===== src/rtl/instr_pkg.sv =====
// Shared instrument encodings for the note scheduler: serial IDs, slot indices,
// payload widths and activity-flag bit positions.
package instr_pkg;

    localparam logic [2:0] ID_BASS = 3'b001;
    localparam logic [2:0] ID_DRUM = 3'b010;
    localparam logic [2:0] ID_GUIT = 3'b100;

    localparam int IX_BASS = 0;
    localparam int IX_DRUM = 1;
    localparam int IX_GUIT = 2;

    localparam int BASS_W    = 5;
    localparam int DRUM_W    = 4;
    localparam int GUIT_W    = 5;
    localparam int PAYLOAD_W = 5;

    localparam int INST_GUIT = 0;
    localparam int INST_BASS = 1;
    localparam int INST_FOOT = 2;

    typedef enum logic [1:0] {
        RR_BASS = 2'd0,
        RR_DRUM = 2'd1,
        RR_GUIT = 2'd2
    } rr_ptr_e;

    function automatic logic id_is_onehot(input logic [2:0] id);
        return (id == ID_BASS) || (id == ID_DRUM) || (id == ID_GUIT);
    endfunction

endpackage


===== src/rtl/rr_arbiter3.sv =====
// Three-way round-robin arbiter: one-hot grant searched from the pointer,
// pointer moves past the winner whenever a grant is taken.
module rr_arbiter3
    import instr_pkg::*;
(
    input  logic       clk,
    input  logic       rst,
    input  logic [2:0] eligible_i,
    input  logic       advance_i,
    output logic [2:0] grant_o
);

    rr_ptr_e    ptr_q, ptr_d;
    logic [2:0] sum;
    logic [1:0] cand;
    logic       found;

    // Search order is ptr, ptr+1, ptr+2 modulo 3 (bass -> drum -> guitar -> bass).
    always_comb begin
        grant_o = 3'b000;
        ptr_d   = ptr_q;
        found   = 1'b0;
        sum     = 3'd0;
        cand    = 2'd0;
        for (int k = 0; k < 3; k++) begin
            sum = 3'(ptr_q) + 3'(k);
            if (sum >= 3'd3) begin
                sum = sum - 3'd3;
            end
            cand = sum[1:0];
            if (!found && eligible_i[cand]) begin
                found         = 1'b1;
                grant_o[cand] = 1'b1;
                ptr_d         = (cand == 2'd2) ? RR_BASS : rr_ptr_e'(cand + 2'd1);
            end
        end
        if (!advance_i) begin
            ptr_d = ptr_q;
        end
    end

    always_ff @(posedge clk) begin
        if (rst) begin
            ptr_q <= RR_BASS;
        end else begin
            ptr_q <= ptr_d;
        end
    end

endmodule


===== src/rtl/note_scheduler.sv =====
// Latest-wins pending slots with per-instrument hold timers feeding the bass,
// drum and guitar actuator registers, at most one update per clock.
module note_scheduler
    import instr_pkg::*;
#(
    parameter int HOLD_CYCLES = 2_700_000,
    parameter int TIMER_W     = 22
) (
    input  logic       clk,
    input  logic       rst,
    // rx_valid is a one-cycle strobe with no backpressure: a byte is taken in
    // every cycle rx_valid is high, and rx_data is only meaningful then.
    input  logic       rx_valid,
    input  logic [7:0] rx_data,
    output logic [4:0] bass,
    output logic [3:0] drum,
    output logic       drum_foot,
    output logic [4:0] guitar,
    output logic [2:0] inst,
    output logic [2:0] apply_strobe,
    output logic       bad_id,
    output logic [7:0] drop_cnt
);

    localparam logic [TIMER_W-1:0] HOLD_LD = TIMER_W'(HOLD_CYCLES);

    logic [2:0]                    pend_flag_q, pend_flag_d;
    logic [2:0][PAYLOAD_W-1:0]     pend_data_q, pend_data_d;
    logic [2:0][TIMER_W-1:0]       timer_q, timer_d;
    logic [BASS_W-1:0]             bass_q, bass_d;
    logic [DRUM_W-1:0]             drum_q, drum_d;
    logic                          foot_q, foot_d;
    logic [GUIT_W-1:0]             guitar_q, guitar_d;
    logic [2:0]                    strobe_q;
    logic                          bad_id_q;
    logic [7:0]                    drop_q, drop_d;

    logic [2:0]           id;
    logic [PAYLOAD_W-1:0] payload;
    logic                 id_ok;
    logic [2:0]           accept;
    logic [2:0]           eligible;
    logic [2:0]           grant;
    logic                 overwrite;

    assign id      = rx_data[2:0];
    assign payload = rx_data[7:3];
    assign id_ok   = id_is_onehot(id);
    // ID bit position equals the slot index, so the ID itself is the accept mask.
    assign accept  = (rx_valid && id_ok) ? id : 3'b000;

    always_comb begin
        for (int i = 0; i < 3; i++) begin
            eligible[i] = pend_flag_q[i] && (timer_q[i] == '0);
        end
    end

    rr_arbiter3 u_arb (
        .clk        (clk),
        .rst        (rst),
        .eligible_i (eligible),
        .advance_i  (|eligible),
        .grant_o    (grant)
    );

    // A grant always consumes the value pending before this edge; a same-cycle
    // accept then re-arms the slot without counting as a drop.
    assign overwrite = |(accept & pend_flag_q & ~grant);

    always_comb begin
        pend_flag_d = pend_flag_q;
        pend_data_d = pend_data_q;
        timer_d     = timer_q;
        for (int i = 0; i < 3; i++) begin
            if (grant[i]) begin
                timer_d[i]     = HOLD_LD;
                pend_flag_d[i] = 1'b0;
            end else if (timer_q[i] != '0) begin
                timer_d[i] = timer_q[i] - TIMER_W'(1);
            end
            if (accept[i]) begin
                pend_flag_d[i] = 1'b1;
                pend_data_d[i] = payload;
            end
        end
        drop_d = drop_q;
        if (overwrite && (drop_q != 8'hFF)) begin
            drop_d = drop_q + 8'd1;
        end
        bass_d   = grant[IX_BASS] ? pend_data_q[IX_BASS]               : bass_q;
        drum_d   = grant[IX_DRUM] ? pend_data_q[IX_DRUM][DRUM_W-1:0]   : drum_q;
        foot_d   = grant[IX_DRUM] ? pend_data_q[IX_DRUM][PAYLOAD_W-1]  : foot_q;
        guitar_d = grant[IX_GUIT] ? pend_data_q[IX_GUIT]               : guitar_q;
    end

    always_ff @(posedge clk) begin
        if (rst) begin
            pend_flag_q <= '0;
            pend_data_q <= '0;
            timer_q     <= '0;
            bass_q      <= '0;
            drum_q      <= '0;
            foot_q      <= 1'b0;
            guitar_q    <= '0;
            strobe_q    <= 3'b000;
            bad_id_q    <= 1'b0;
            drop_q      <= 8'd0;
        end else begin
            pend_flag_q <= pend_flag_d;
            pend_data_q <= pend_data_d;
            timer_q     <= timer_d;
            bass_q      <= bass_d;
            drum_q      <= drum_d;
            foot_q      <= foot_d;
            guitar_q    <= guitar_d;
            strobe_q    <= grant;
            bad_id_q    <= rx_valid && !id_ok;
            drop_q      <= drop_d;
        end
    end

    always_comb begin
        inst            = 3'b000;
        inst[INST_GUIT] = |guitar_q;
        inst[INST_BASS] = |bass_q;
        inst[INST_FOOT] = foot_q;
    end

    assign bass         = bass_q;
    assign drum         = drum_q;
    assign drum_foot    = foot_q;
    assign guitar       = guitar_q;
    assign apply_strobe = strobe_q;
    assign bad_id       = bad_id_q;
    assign drop_cnt     = drop_q;

endmodule


===== config.mk =====
export PLATFORM = sky130hd
export DESIGN_NAME = note_scheduler
export DESIGN_NICKNAME = d
export VERILOG_FILES = /design/src/rtl/instr_pkg.sv /design/src/rtl/rr_arbiter3.sv /design/src/rtl/note_scheduler.sv
export SDC_FILE = /design/constraint.sdc
export NUM_CORES = 1
export LEC_CHECK = 0
export ABC_CLOCK_PERIOD_IN_PS = 10200
export BUFFER_PORTS_ARGS = -buffer_cell sky130_fd_sc_hd__clkbuf_2
export CAP_MARGIN = 10
export CORE_MARGIN = 2
export CORE_UTILIZATION = 55
export DETAILED_ROUTE_END_ITERATION = 8
export GPL_TIMING_DRIVEN = 0
export PLACE_DENSITY = 0.74
export SLEW_MARGIN = 5
export SYNTH_ARGS = -nofsm -noshare
export SYNTH_HDL_FRONTEND = slang
export SYNTH_SLANG_ARGS = --single-unit

===== constraint.sdc =====
create_clock -name clk -period 10.2 [get_ports clk]
set_input_delay 1.02 -clock clk [delete_from_list [all_inputs] [get_ports clk]]
set_output_delay 1.02 -clock clk [all_outputs]
set_load 0.01 [all_outputs]

==> impl_results.md <==
- Core area: 9820 µm²
- Clock skew: between 0.006 and 0.007 ns
- Synthesized flop and latch total: about 110
- Initial core utilization: around 57%
- DR WL/cell: between 15 and 20 µm
- Asr flop ratio synth: 0%
- Horiz. Die Dim: 105 µm
- Post-route worst setup slack: between 6 and 7 ns
- Die ar.: ~11000 µm²
- Via density: approximately 5.8
- Lkg Pwr: around 2.6 nW
- Synth area leaders: dfxtp_1, nor2_1, xnor2_1
- # IOs: 41
- Worst setup path category: reg2reg
- Outcome: finished clean
- Vias in the first global route: just under 5000
- Maximum VDD drop: between 200 and 300 µV
- EDFF count, synth: 0
- Post-CTS Setup Bufs: 0
- CP Capture Type: flip-flop
- Routability cong.: slightly below 1
- Critical Path AT: 4.48 ns
- CTS tree: yes
- Drt total wl: ~14000 µm
- Pre-CTS setup slack: between 6 and 7 ns
- Port bufs: 40
- Cell Rows: 36
- Post-synthesis sequential area ratio: 40.6%
- Initial antenna violation count: 0
- Cts repair resizes: 0
- CTS Buf Count: 17
- First drt pass iteration count: 5
- Most frequent cells after synthesis: dfxtp_1, nor2_1, nand2_1
- Top FF cell, synth: dfxtp_1
- Clock power frac: approximately 28%
- RSZ-0062 raised after global routing: false
- Vert. Die Dim: between 100 and 150 µm
- Class of the worst hold path: reg2reg
- Clock H-tree levels: 4
- Crit Path Max Fanout: 10
- Global-route wire length before repair: about 23000 µm
- Fin crit period: 4.02 ns
- Pwr dens: between 300 and 400 nW/µm²
- Syn nets: 693
- Vias: slightly above 5000
- Drt drc: 0
- Nets@finish: ~750
- Comb power frac: 38.7%
- Fmax: about 0.25 GHz
- Cell area after synthesis: about 5600 µm²
- Internal: about 1.2 mW
- Pins Over Slew Limit: 0
- Setup TNS: 0 ns
- Bufs on Longest Clock Path: 2
- Worst skew pair latency: about 0.53 ns
- Sw Ratio: between 30% and 40%
- 1st-iter DRT viols: around 240
- TritonCTS Sinks: 113
- CP Data Required Time: 10.66 ns
- Post-synth top area share: 40.6%
- Worst Tran Pin Value: between 1 and 1.5 ns
- Layout cells sized above 1: 11.7%
- Area Overhead vs Synth: 16.6%
- Max-Cap Viols: 0
- Sequential Power Share: about a third
- Min Hold Slack: 0.461 ns
- Avg Inst Size Synth: approximately 8.3 µm²
- Final hold vios: 0
- Post-CTS Hold Fix Bufs: 0
- Synth area leader: dfxtp_1
- Relative slew slack: between 20% and 30%
- Clock-pin slew on the worst setup and hold paths: about 0.06 ns
- Setup-failing EPs final: 0
- Sw Pwr: between 700 and 800 µW
- Worst setup SP type: flip-flop
- GR Util All Layers: about a quarter
- Synth warn: 0
- Post-synthesis cell type count: between 50 and 60
- Overall power: approximately 2.0 mW
- Cells after Synth: 671
- Antenna cells: 0
- Pin count of the biggest net entering global routing: 17
- DP HPWL: between 9000 and 10000 µm
- Most frequent cell after synthesis: dfxtp_1
- Fin crit share: 39.4%
- Root buf cell: clkbuf_8
- Post-DRT Antenna Nets: 0
- GRT overflow: 0
- Util after Layout: between 60% and 70%
- Number of fill cells: just under 900
## through the flow
stage,cells,cell area [µm²]
floorplan,671,5580
global placement,844,5940
detailed placement,844,5940
CTS,876,6500
global route,876,6500
finish,876,6500
## path summary, 6_finish.rpt
kind                                from                           to  slack, ns  depth (start not counted)
min reg2reg  pend_data_q[1]$_SDFFE_PP0P_  pend_data_q[1]$_SDFFE_PP0P_       0.46                          2
min          pend_data_q[1]$_SDFFE_PP0P_  pend_data_q[1]$_SDFFE_PP0P_       0.46                          2
max             timer_q[44]$_SDFFE_PP0P_      timer_q[4]$_SDFFE_PP0P_       6.18                         11
max reg2reg     timer_q[44]$_SDFFE_PP0P_      timer_q[4]$_SDFFE_PP0P_       6.18                         11
## worst max-delay path, stage by stage (launching register included)
cell	delay, ns
dfxtp_1	0.32
inv_1	0.12
ha_1	0.21
nor4bb_1	0.56
nand3_1	0.18
nor2_1	0.43
nor4b_1	0.13
o31a_1	0.33
a211oi_1	0.91
nand2b_1	0.28
clkbuf_1	0.31
nor2_1	0.17
## metal layers
metal	GRT usage, %	share of wire [%]	routed length [µm]	up-vias
met2	41.6	47	6480	150
met5	0	0	0	-
met1	32.4	45	6120	2409
li1	-	-	-	2507
met3	8.48	5.4	736	31
met4	11.2	2.5	344	0
## flip-flops by register name, indices dropped and copies added (netlist names)
signal,cells
pend_data_q,15
timer_q,66
drum,4
pend_flag_q,3
guitar,5
bass,5
drop_cnt,8
bad_id,1
drum_foot,1
u_arb.ptr_q,2
apply_strobe,3
## area by class of cell
| class | instances | area, µm² | share of cell area, % |
|---|---|---|---|
| clock inverter | 13 | 113 | 1.73 |
| clock buffer | 19 | 442 | 6.79 |
| inverter | 16 | 60.1 | 0.923 |
| sequential | 113 | 2260 | 34.8 |
| timing repair buffer | 40 | 200 | 3.08 |
| tap | 133 | 166 | 2.56 |
| buffer | 25 | 105 | 1.62 |
| multi-input combinational | 517 | 3160 | 48.5 |
## kinds of logic after synthesis
kind of cell / count (synthesis) / synth area share (%)
muxes: 28 / 5.07
adders and majority gates: 12 / 2.65
and+or+nand+nor: 316 / 28.9
buffers and inverters: 41 / 2.96
DFF: 113 / 40.6
AOI/OAI and AO/OA: 108 / 11.6
xor gates and xnor gates: 53 / 8.32
## cell usage in the layout, fill, tap and decap left out, types with 5 or more instances in the layout
master / synthesis / routed
dfxtp_1: 113 / 113
nor2_1: 100 / 100
nand2_1: 62 / 62
a21oi_1: 56 / 56
clkbuf_2: 0 / 40
xnor2_1: 33 / 33
nor3_1: 33 / 32
mux2i_1: 26 / 26
clkbuf_1: 22 / 22
xor2_1: 20 / 20
nand3_1: 19 / 19
o21ai_0: 17 / 17
inv_1: 16 / 16
nor4_1: 16 / 16
or3_1: 16 / 16
clkbuf_16: 0 / 16
nand4_1: 13 / 13
ha_1: 11 / 11
a211oi_1: 7 / 7
o31ai_1: 6 / 6
and2_1: 6 / 6
or4_1: 6 / 6
and3_1: 6 / 6
clkinvlp_4: 0 / 6
nor4b_1: 5 / 5
nand2b_1: 5 / 5
## power by group through the flow
stage,combinational [mW],clock [mW],sequential (mW)
2_1_floorplan,0.631,0,0.648
3_3_place_gp,0.734,0,0.666
3_5_place_dp,0.751,0,0.671
4_1_cts,0.763,0.553,0.666
5_1_grt,0.862,0.572,0.685
6_report,0.764,0.543,0.668
No activity file was read; power rests on OpenSTA's default activity.
